File: config.mk
export PLATFORM = sky130hd
export DESIGN_NAME = multicycle_control
export DESIGN_NICKNAME = d
export VERILOG_FILES = /design/src/rtl/multicycle_control_pkg.sv /design/src/rtl/multicycle_control_mem_wait_timer.sv /design/src/rtl/multicycle_control.sv
export SDC_FILE = /design/constraint.sdc
export NUM_CORES = 1
export LEC_CHECK = 0
export ABC_AREA = 0
export CAP_MARGIN = 25
export CORE_UTILIZATION = 40
export CTS_CLUSTER_DIAMETER = 150
export DETAILED_ROUTE_END_ITERATION = 6
export PLACE_DENSITY = 0.75
export SLEW_MARGIN = 10
export SYNTH_ARGS = -nofsm -noshare
export SYNTH_HDL_FRONTEND = slang
export SYNTH_SLANG_ARGS = --single-unit
File: constraint.sdc
create_clock -name clk -period 2.7 [get_ports clk]
set_clock_uncertainty 0.15 [all_clocks]
set_input_delay 0.54 -clock clk [delete_from_list [all_inputs] [get_ports clk]]
set_output_delay 0.54 -clock clk [all_outputs]
set_load 0.01 [all_outputs]
File: src/rtl/multicycle_control_pkg.sv
// Purpose: shared encodings for the multi-cycle MIPS control path (opcodes, ALUOp, mux selects, FSM states).
// Latency: none (definitions only).
// Backpressure: n/a.
package multicycle_control_pkg;

    // Opcode field IR[31:26]
    localparam logic [5:0] OP_R    = 6'b000000;
    localparam logic [5:0] OP_LW   = 6'b100011;
    localparam logic [5:0] OP_SW   = 6'b101011;
    localparam logic [5:0] OP_BEQ  = 6'b000100;
    localparam logic [5:0] OP_J    = 6'b000010;
    localparam logic [5:0] OP_ADDI = 6'b001000;

    // ALUOp codes, also decoded by the ALU control block
    localparam logic [1:0] ALUOP_ADD   = 2'b00;
    localparam logic [1:0] ALUOP_SUB   = 2'b01;
    localparam logic [1:0] ALUOP_FUNCT = 2'b10;

    // PCSource select
    localparam logic [1:0] PCSRC_ALU    = 2'b00;
    localparam logic [1:0] PCSRC_ALUOUT = 2'b01;
    localparam logic [1:0] PCSRC_JUMP   = 2'b10;

    // ALUSrcB select
    localparam logic [1:0] SRCB_REG     = 2'b00;
    localparam logic [1:0] SRCB_FOUR    = 2'b01;
    localparam logic [1:0] SRCB_IMM     = 2'b10;
    localparam logic [1:0] SRCB_IMM_SH2 = 2'b11;

    typedef enum logic [3:0] {
        FETCH     = 4'd0,
        DECODE    = 4'd1,
        MEM_ADDR  = 4'd2,
        MEM_RD    = 4'd3,
        MEM_WB    = 4'd4,
        MEM_WR    = 4'd5,
        EXEC      = 4'd6,
        R_WB      = 4'd7,
        BRANCH    = 4'd8,
        JUMP      = 4'd9,
        ADDI_EXEC = 4'd10,
        ADDI_WB   = 4'd11,
        HALT      = 4'd12
    } state_t;

    function automatic logic op_supported(input logic [5:0] op);
        return (op == OP_R) || (op == OP_LW) || (op == OP_SW) ||
               (op == OP_BEQ) || (op == OP_J) || (op == OP_ADDI);
    endfunction

endpackage

File: src/rtl/multicycle_control_mem_wait_timer.sv
// Purpose: counts consecutive memory-wait cycles, flags timeout and holds a sticky fault flag.
// Latency: timeout is combinational in the cycle the limit is reached; mem_fault registers one cycle later.
// Backpressure: none; a mem_ready in the limit cycle suppresses the timeout.
// Ports: clk, reset (sync, active-high), waiting (FSM is in a memory-wait state),
//        mem_ready, timeout (to FSM next-state), mem_fault (sticky until reset).
module multicycle_control_mem_wait_timer #(
    parameter int MEM_TIMEOUT = 15
) (
    input  logic clk,
    input  logic reset,
    input  logic waiting,
    input  logic mem_ready,
    output logic timeout,
    output logic mem_fault
);

    localparam int CNT_W = (MEM_TIMEOUT > 1) ? $clog2(MEM_TIMEOUT + 1) : 1;
    localparam int LIMIT = (MEM_TIMEOUT > 0) ? MEM_TIMEOUT - 1 : 0;
    localparam logic ENABLE = (MEM_TIMEOUT != 0);

    // cnt holds the number of earlier stalled cycles in the current wait state,
    // so the current stalled cycle is the LIMIT+1'th when cnt == LIMIT.
    logic [CNT_W-1:0] cnt;
    logic             stall;

    assign stall   = waiting && !mem_ready;
    assign timeout = ENABLE && stall && (cnt == CNT_W'(LIMIT));

    // Every wait state exits on mem_ready, so clearing whenever not stalled
    // also covers clearing on state exit.
    always_ff @(posedge clk) begin
        if (reset) begin
            cnt       <= '0;
            mem_fault <= 1'b0;
        end else begin
            if (ENABLE && stall && !timeout)
                cnt <= cnt + 1'b1;
            else
                cnt <= '0;
            if (timeout)
                mem_fault <= 1'b1;
        end
    end

endmodule

File: src/rtl/multicycle_control.sv
// Purpose: main control FSM of the multi-cycle MIPS datapath (fetch/decode/execute/mem/writeback).
// Latency: beq/j 3 cycles, R/addi/sw 4, lw 5 with MemReady tied high.
// Backpressure: FETCH, MEM_RD and MEM_WR hold until MemReady; MEM_TIMEOUT stalled cycles -> HALT.
// Ports: clk, reset (sync, active-high), Op (IR[31:26]), MemReady; datapath enables/selects,
//        ALUOp to ALU control, IllegalOp (1-cycle pulse), MemFault (sticky), State (debug).
module multicycle_control
    import multicycle_control_pkg::*;
#(
    parameter int MEM_TIMEOUT = 15,
    parameter int STATE_W     = 4
) (
    input  logic               clk,
    input  logic               reset,
    input  logic [5:0]         Op,
    input  logic               MemReady,
    output logic               PCWrite,
    output logic               PCWriteCond,
    output logic               IorD,
    output logic               MemRead,
    output logic               MemWrite,
    output logic               MemtoReg,
    output logic               IRWrite,
    output logic [1:0]         PCSource,
    output logic [1:0]         ALUOp,
    output logic               ALUSrcA,
    output logic [1:0]         ALUSrcB,
    output logic               RegWrite,
    output logic               RegDst,
    output logic               IllegalOp,
    output logic               MemFault,
    output logic [STATE_W-1:0] State
);

    state_t state, next;
    logic   waiting;
    logic   timeout;
    logic   illegal_d;

    assign waiting = (state == FETCH) || (state == MEM_RD) || (state == MEM_WR);
    assign State   = STATE_W'(state);

    multicycle_control_mem_wait_timer #(
        .MEM_TIMEOUT(MEM_TIMEOUT)
    ) u_mem_wait_timer (
        .clk       (clk),
        .reset     (reset),
        .waiting   (waiting),
        .mem_ready (MemReady),
        .timeout   (timeout),
        .mem_fault (MemFault)
    );

    always_ff @(posedge clk) begin
        if (reset) begin
            state     <= FETCH;
            IllegalOp <= 1'b0;
        end else begin
            state     <= next;
            IllegalOp <= illegal_d;
        end
    end

    always_comb begin
        next        = state;
        illegal_d   = 1'b0;
        PCWrite     = 1'b0;
        PCWriteCond = 1'b0;
        IorD        = 1'b0;
        MemRead     = 1'b0;
        MemWrite    = 1'b0;
        MemtoReg    = 1'b0;
        IRWrite     = 1'b0;
        PCSource    = PCSRC_ALU;
        ALUOp       = ALUOP_ADD;
        ALUSrcA     = 1'b0;
        ALUSrcB     = SRCB_REG;
        RegWrite    = 1'b0;
        RegDst      = 1'b0;

        case (state)
            FETCH: begin
                // PC+4 is computed every fetch cycle but only committed with the IR load.
                MemRead = 1'b1;
                ALUSrcB = SRCB_FOUR;
                IRWrite = MemReady;
                PCWrite = MemReady;
                if (MemReady)
                    next = DECODE;
            end
            DECODE: begin
                // Speculative branch target into ALUOut.
                ALUSrcB   = SRCB_IMM_SH2;
                illegal_d = !op_supported(Op);
                case (Op)
                    OP_R:         next = EXEC;
                    OP_LW, OP_SW: next = MEM_ADDR;
                    OP_BEQ:       next = BRANCH;
                    OP_J:         next = JUMP;
                    OP_ADDI:      next = ADDI_EXEC;
                    default:      next = FETCH;
                endcase
            end
            MEM_ADDR: begin
                ALUSrcA = 1'b1;
                ALUSrcB = SRCB_IMM;
                next    = (Op == OP_LW) ? MEM_RD : MEM_WR;
            end
            MEM_RD: begin
                MemRead = 1'b1;
                IorD    = 1'b1;
                if (MemReady)
                    next = MEM_WB;
            end
            MEM_WB: begin
                RegWrite = 1'b1;
                MemtoReg = 1'b1;
                next     = FETCH;
            end
            MEM_WR: begin
                MemWrite = 1'b1;
                IorD     = 1'b1;
                if (MemReady)
                    next = FETCH;
            end
            EXEC: begin
                ALUSrcA = 1'b1;
                ALUOp   = ALUOP_FUNCT;
                next    = R_WB;
            end
            R_WB: begin
                RegWrite = 1'b1;
                RegDst   = 1'b1;
                next     = FETCH;
            end
            ADDI_EXEC: begin
                ALUSrcA = 1'b1;
                ALUSrcB = SRCB_IMM;
                next    = ADDI_WB;
            end
            ADDI_WB: begin
                RegWrite = 1'b1;
                next     = FETCH;
            end
            BRANCH: begin
                ALUSrcA     = 1'b1;
                ALUOp       = ALUOP_SUB;
                PCWriteCond = 1'b1;
                PCSource    = PCSRC_ALUOUT;
                next        = FETCH;
            end
            JUMP: begin
                PCWrite  = 1'b1;
                PCSource = PCSRC_JUMP;
                next     = FETCH;
            end
            HALT:    next = HALT;
            default: next = FETCH;
        endcase

        // Timer only fires in a wait state with MemReady low, so it never
        // overrides a completing memory access.
        if (timeout)
            next = HALT;
    end

endmodule

Word level (Yosys, flattened, before mapping)
Cells that the tools add are included.
{"block": "totals", "ff_bits": 10, "out_inout_bits": 22, "elab_cells": 78, "in_bits": 9}
{"block": "op_classes", "bitwise": 2, "muxes": 20, "n_eq_ne": 24, "n_addsub": 1, "reduce_logical": 26}
{"op": "$pmux W4 S8", "count": 1}
{"op": "$eq A4 B4 Y1 const B", "count": 6}
{"op": "$pmux W4 S5", "count": 1}
{"op": "$eq A4 B3 Y1 const B", "count": 4}
{"op": "$mux W4", "count": 4}
{"op": "$reduce_or A2 Y1", "count": 7}
{"op": "$eq A6 B6 Y1 const B", "count": 2}
{"op": "$mux W1", "count": 9}
{"op": "$ne A3 B2 Y1 const B", "count": 3}
{"op": "$eq A4 B2 Y1 const B", "count": 2}
{"op": "$pmux W2 S2", "count": 2}
{"op": "$logic_or A1 B1 Y1", "count": 7}
{"op": "$eq A6 B2 Y1 const B", "count": 1}
{"op": "$eq A6 B3 Y1 const B", "count": 1}
{"op": "$eq A6 B4 Y1 const B", "count": 1}
{"op": "$logic_not A6 Y1", "count": 1}
{"op": "$ne A2 B2 Y1 const B", "count": 3}
{"op": "$pmux W2 S3", "count": 1}
{"op": "$reduce_and A3 Y1", "count": 2}
{"op": "$add A4 B1 Y4 const B", "count": 1}
{"op": "$eq A4 B1 Y1 const B", "count": 1}
{"op": "$logic_not A4 Y1", "count": 1}
{"op": "$reduce_or A4 Y1", "count": 1}
{"op": "$logic_and A1 B1 Y1", "count": 3}
{"op": "5 further kinds", "count": 8}

Depth between registers and ports, before layout
Gate-level depths: netlist of the first run.
{"block": "logic_depth", "depth_word": 9, "depth_mapped": 6, "depth_no_buf": 6}

Modules after synthesis
From an unflattened synthesis of the first run, not the netlist that was laid out.
{"block": "hier_totals", "cells_unflattened": 105, "area_unflattened_um2": 775.7}
{"mod": "multicycle_control", "instances": 1, "area_per_inst_um2": 573.0, "cells_each": 85}
{"mod": "multicycle_control_mem_wait_timer", "instances": 1, "area_per_inst_um2": 202.7, "cells_each": 20}

Worst setup path before layout of the first run
OpenSTA, ideal clock, no wires.
{"block": "synth_path", "kind": "reg-to-output", "start": "register state[3] (netlist: State[3])", "end": "output port PCWrite", "path_stages_with_launch": 5, "path_slack_ps": 452, "t_required_ps": 2010, "arrival_time_ps": 1558, "cell_sequence": "dfxtp_1 or2_2 buf_2 nor4b_1 or2_1"}
{"block": "synth_between", "elab_chain_cells": 2, "word_cells_on_any_way": 3}
{"item": "start: declaration", "line_no": "multicycle_control.sv:34", "text": "state_t state, next;"}
{"item": "start signal: assignment", "line_no": "multicycle_control.sv:58", "text": "state <= next;"}
{"item": "$eq A4 B4 Y1 or $logic_not A4 Y1 (tied branches)", "line_no": "multicycle_control.sv:80", "text": "case (state)"}
{"item": "$pmux W1 S2 *", "line_no": "multicycle_control.sv:80"}
{"item": "end: declaration", "line_no": "multicycle_control.sv:16", "text": "output logic PCWrite,"}
Every way passes the cells marked *; elsewhere a longest branch is shown, timed or not.

Worst setup path after layout of the first run
{"block": "layout_path", "start": "input port MemReady", "end": "output port PCWrite"}
{"block": "layout_between", "elab_chain_cells": 1}
{"item": "start: declaration", "line_no": "multicycle_control.sv:15", "text": "input logic MemReady,"}
{"item": "$pmux W1 S2", "line_no": "multicycle_control.sv:80"}
No other way between the ends.

==> results of run 1 <==
[stage by stage]
step | setup WS (ns) | hold WS [ns]
3_3_place_gp | 0.0620 | 0.297
6_report | 0.112 | 0.310
3_5_place_dp | 0.0364 | 0.303
5_1_grt | 0.0510 | 0.351
4_1_cts | 0.0262 | 0.316
2_1_floorplan | 0.452 | 0.280
[metal layers]
layer	vias to the layer above	routed length, um
met1	432	904
met5	-	0
li1	449	-
met3	2	81
met2	22	983
met4	0	10
[power groups by stage]
stage | sequential [mW] | clock, mW | combinational [mW]
final | 0.169 | 0.0970 | 0.133
after global routing | 0.170 | 0.108 | 0.147
after CTS | 0.167 | 0.0996 | 0.133
after detailed placement | 0.170 | 0 | 0.132
after global placement | 0.171 | 0 | 0.129
after floorplan | 0.165 | 0 | 0.0676
[cell families (layout without fill, tap and decap cells)]
kind of cell / after synthesis / count (layout) / synth area share
simple gates: 54 / 54 / 0.369
compound gates: 23 / 23 / 0.203
buf+inv: 11 / 43 / 0.0637
flops: 10 / 10 / 0.261
mux: 1 / 1 / 0.0131
fa+ha+maj: 2 / 2 / 0.0327
xor+xnor: 5 / 5 / 0.0572
[placed cells by master, fill, tap and decap left out, types with 4 or more instances in the layout]
cell,count
clkdlybuf4s50_1,30
nor2_1,17
dfxtp_1,8
buf_4,7
nor3_1,6
nand2_1,6
a21oi_1,6
nand2b_1,4
o21ai_0,4
nor4_1,4
[state kept, by name, summed over array words and instances, names as in the netlist]
name                        count
IllegalOp                       1
State                           4
u_mem_wait_timer.cnt            4
u_mem_wait_timer.mem_fault      1
[area by class of cell]
type / count / share of cell area
clock buffers: 3 / 0.0197
inverters: 3 / 0.00985
multi-input cells: 85 / 0.457
flip-flops and latches: 10 / 0.177
well taps: 25 / 0.0274
repair buffers: 37 / 0.309
[worst reg2reg max path, delay by kind of cell, from the launching register on]
| kind | cells | cell delay (ns) |
|---|---|---|
| flip-flops | 1 | 0.31 |
| AO/OA/AOI/OAI | 2 | 0.31 |
| buffers and inverters | 1 | 0.18 |
| AND/OR/NAND/NOR | 2 | 0.76 |
[worst max-delay path by stage]
stage	start	end	slack [ns]	cells after the start
final	MemReady	PCWrite	0.11	4
after floorplan	State[3]$_SDFFE_PP0P_	PCWrite	0.45	4
after detailed placement	MemReady	PCWrite	0.04	4
after CTS	MemReady	PCWrite	0.03	4
after global routing	MemReady	PCWrite	0.05	4
after global placement	MemReady	PCWrite	0.06	4
==> results.py, run 1 <==
metrics = {
    "run_status": {
        "outcome": "complete, no violations",
    },
    "hold_path": {
        "min_from": "u_mem_wait_timer.cnt[0]$_SDFF_PP0_",
        "hold_depth": 1,
        "hold_class": "flip-flop to flip-flop",
        "hold_end": "u_mem_wait_timer.cnt[0]$_SDFF_PP0_",
    },
    "synthesis": {
        "synthesis.area_um2": 766,
        "ys_types": 40,
        "synth_fp_nets": 117,
        "yosys-top-cells-count": "nor2_1 (17), dfxtp_1 (10), a21oi_1 (6), nand2_1 (6), nor3_1 (6)",
        "yosysWarnings": 0,
        "yosysTopAreaCellShare": 0.261,
        "ys_seq_elements": 10,
        "avgSynthCellArea_um2": 7.22,
        "synth-edff-count": 0,
        "ys_top_cells_by_area": "dfxtp_1 (26%), nor2_1 (8.3%), a21oi_1 (3.9%)",
        "yosysMostFrequentCell": "nor2_1",
        "yosysSeqAreaShare": 0.261,
        "ys.flop_type": "dfxtp_1",
        "synthCells": 106,
        "async_reset_ff_frac": 0,
        "synth_top_cell_by_area": "dfxtp_1",
    },
    "layout": {
        "fill_cells": 177,
        "fin_util": 0.648,
        "multi_input_area_um2": 523,
        "seqCellArea_um2": 203,
        "area_growth_pct": 49.3,
        "final_area_um2": 1140,
        "fin_cells": 163,
        "drive_gt1_frac": 0.109,
        "fin_nets": 151,
        "diodes": 0,
    },
    "place": {
        "routabilityCongestion": 0.897,
        "place_inst": 160,
        "post_dp_cell_area_um2": 1110,
        "hpwl_um": 1560,
        "numPortBuffers": 30,
    },
    "cts": {
        "cts_buffers": 3,
        "hold_buffers": 0,
        "cts_tree": "done",
        "cts_max_path_buffers": 2,
        "postCtsSetupBuffers": 0,
        "cts_max_level": 1,
        "numClockSinks": 10,
        "clkTransAtPathRegs_ns": 0.06,
        "clkLatencyLatePin_ns": 0.26,
        "root_buffer": "clkbuf_4",
        "post_cts_resized": 0,
    },
    "critical_path": {
        "cp.arrival_ns": 1.90,
        "crit_path_start_kind": "input port",
        "path_class": "input port to output port",
        "crit_fanout": 2,
        "end_kind": "output port",
        "r2r_start": "State[3]$_SDFFE_PP0P_",
        "required_ns": 2.01,
        "cp_top_family": "buffers and inverters",
        "cp_cell_sequence": "clkdlybuf4s50_1 > nor4b_2 > or2_1 > clkdlybuf4s50_1",
        "path_buf_inv": 2,
        "crit_top_cell": "clkdlybuf4s50_1",
        "reg2reg_depth": 5,
        "timing.rr.end": "State[2]$_SDFFE_PP0P_",
        "r2r_setup_slack_ns": 0.88,
        "slowest_delay_ns": 0.52,
        "slowest_stage": "clkdlybuf4s50_1",
    },
    "power": {
        "power_frac_seq": 0.423,
        "switching_share": 0.301,
        "p_switching_uw": 120,
        "internal_power_uw": 279,
        "p_per_area_nw_per_um2": 348,
        "ir_worst_vdd_uv": 234,
        "p_clk_frac": 0.244,
        "power_frac_comb": 0.333,
        "leakagePower_nw": 0.412,
        "power.total_uw": 398,
    },
    "die": {
        "core_area_um2": 1760,
        "fp.dieH_um": 45.8,
        "die_x_um": 45.8,
        "ios": 31,
        "start_util": 0.434,
        "dieArea_um2": 2090,
        "rows": 15,
    },
    "timing": {
        "finalCriticalPeriod_ns": 2.59,
        "hold_violations": 0,
        "setup_viol": 0,
        "report.final.slew_viol_count": 0,
        "setup_tns_ns": 0,
        "fin_crit_sh": 0.959,
        "worst_pin_slew_ns": 0.388,
        "maxSlewHeadroom": 0.739,
        "max_freq_mhz": 386,
        "grt_setup_unrepaired": "false",
    },
    "grt": {
        "overflow": 0,
        "grt_pass1_wl_um": 3410,
        "top_usage_layer": "met2",
        "grt_use_met1": 0.291,
        "use_met3": 0.0714,
        "grt_use_met2": 0.374,
        "grt_use_total": 0.226,
        "grt_pass1_vias": 786,
        "antenna_found_initial": 0,
        "grt_max_degree": 17,
    },
    "route": {
        "drt-pass1-iter-count": 4,
        "drc_errors": 0,
        "ant_nets": 0,
        "drt_wl_total_um": 1980,
        "vias": 905,
        "dr.first_iter.drc_count": 12,
        "via_per_inst": 5.55,
        "route.detailed.wl_per_inst_um": 12.1,
    },
    "run": {
        "maxCapViolations": 0,
    },
}
(Power assumes the default switching activity.)
==> run 2: changes to the inputs <==
Settings changed: CTS_CLUSTER_DIAMETER 150 to unset.
==> results of run 2 <==
Final layout, timing and power as in run 1 (identical DEF).
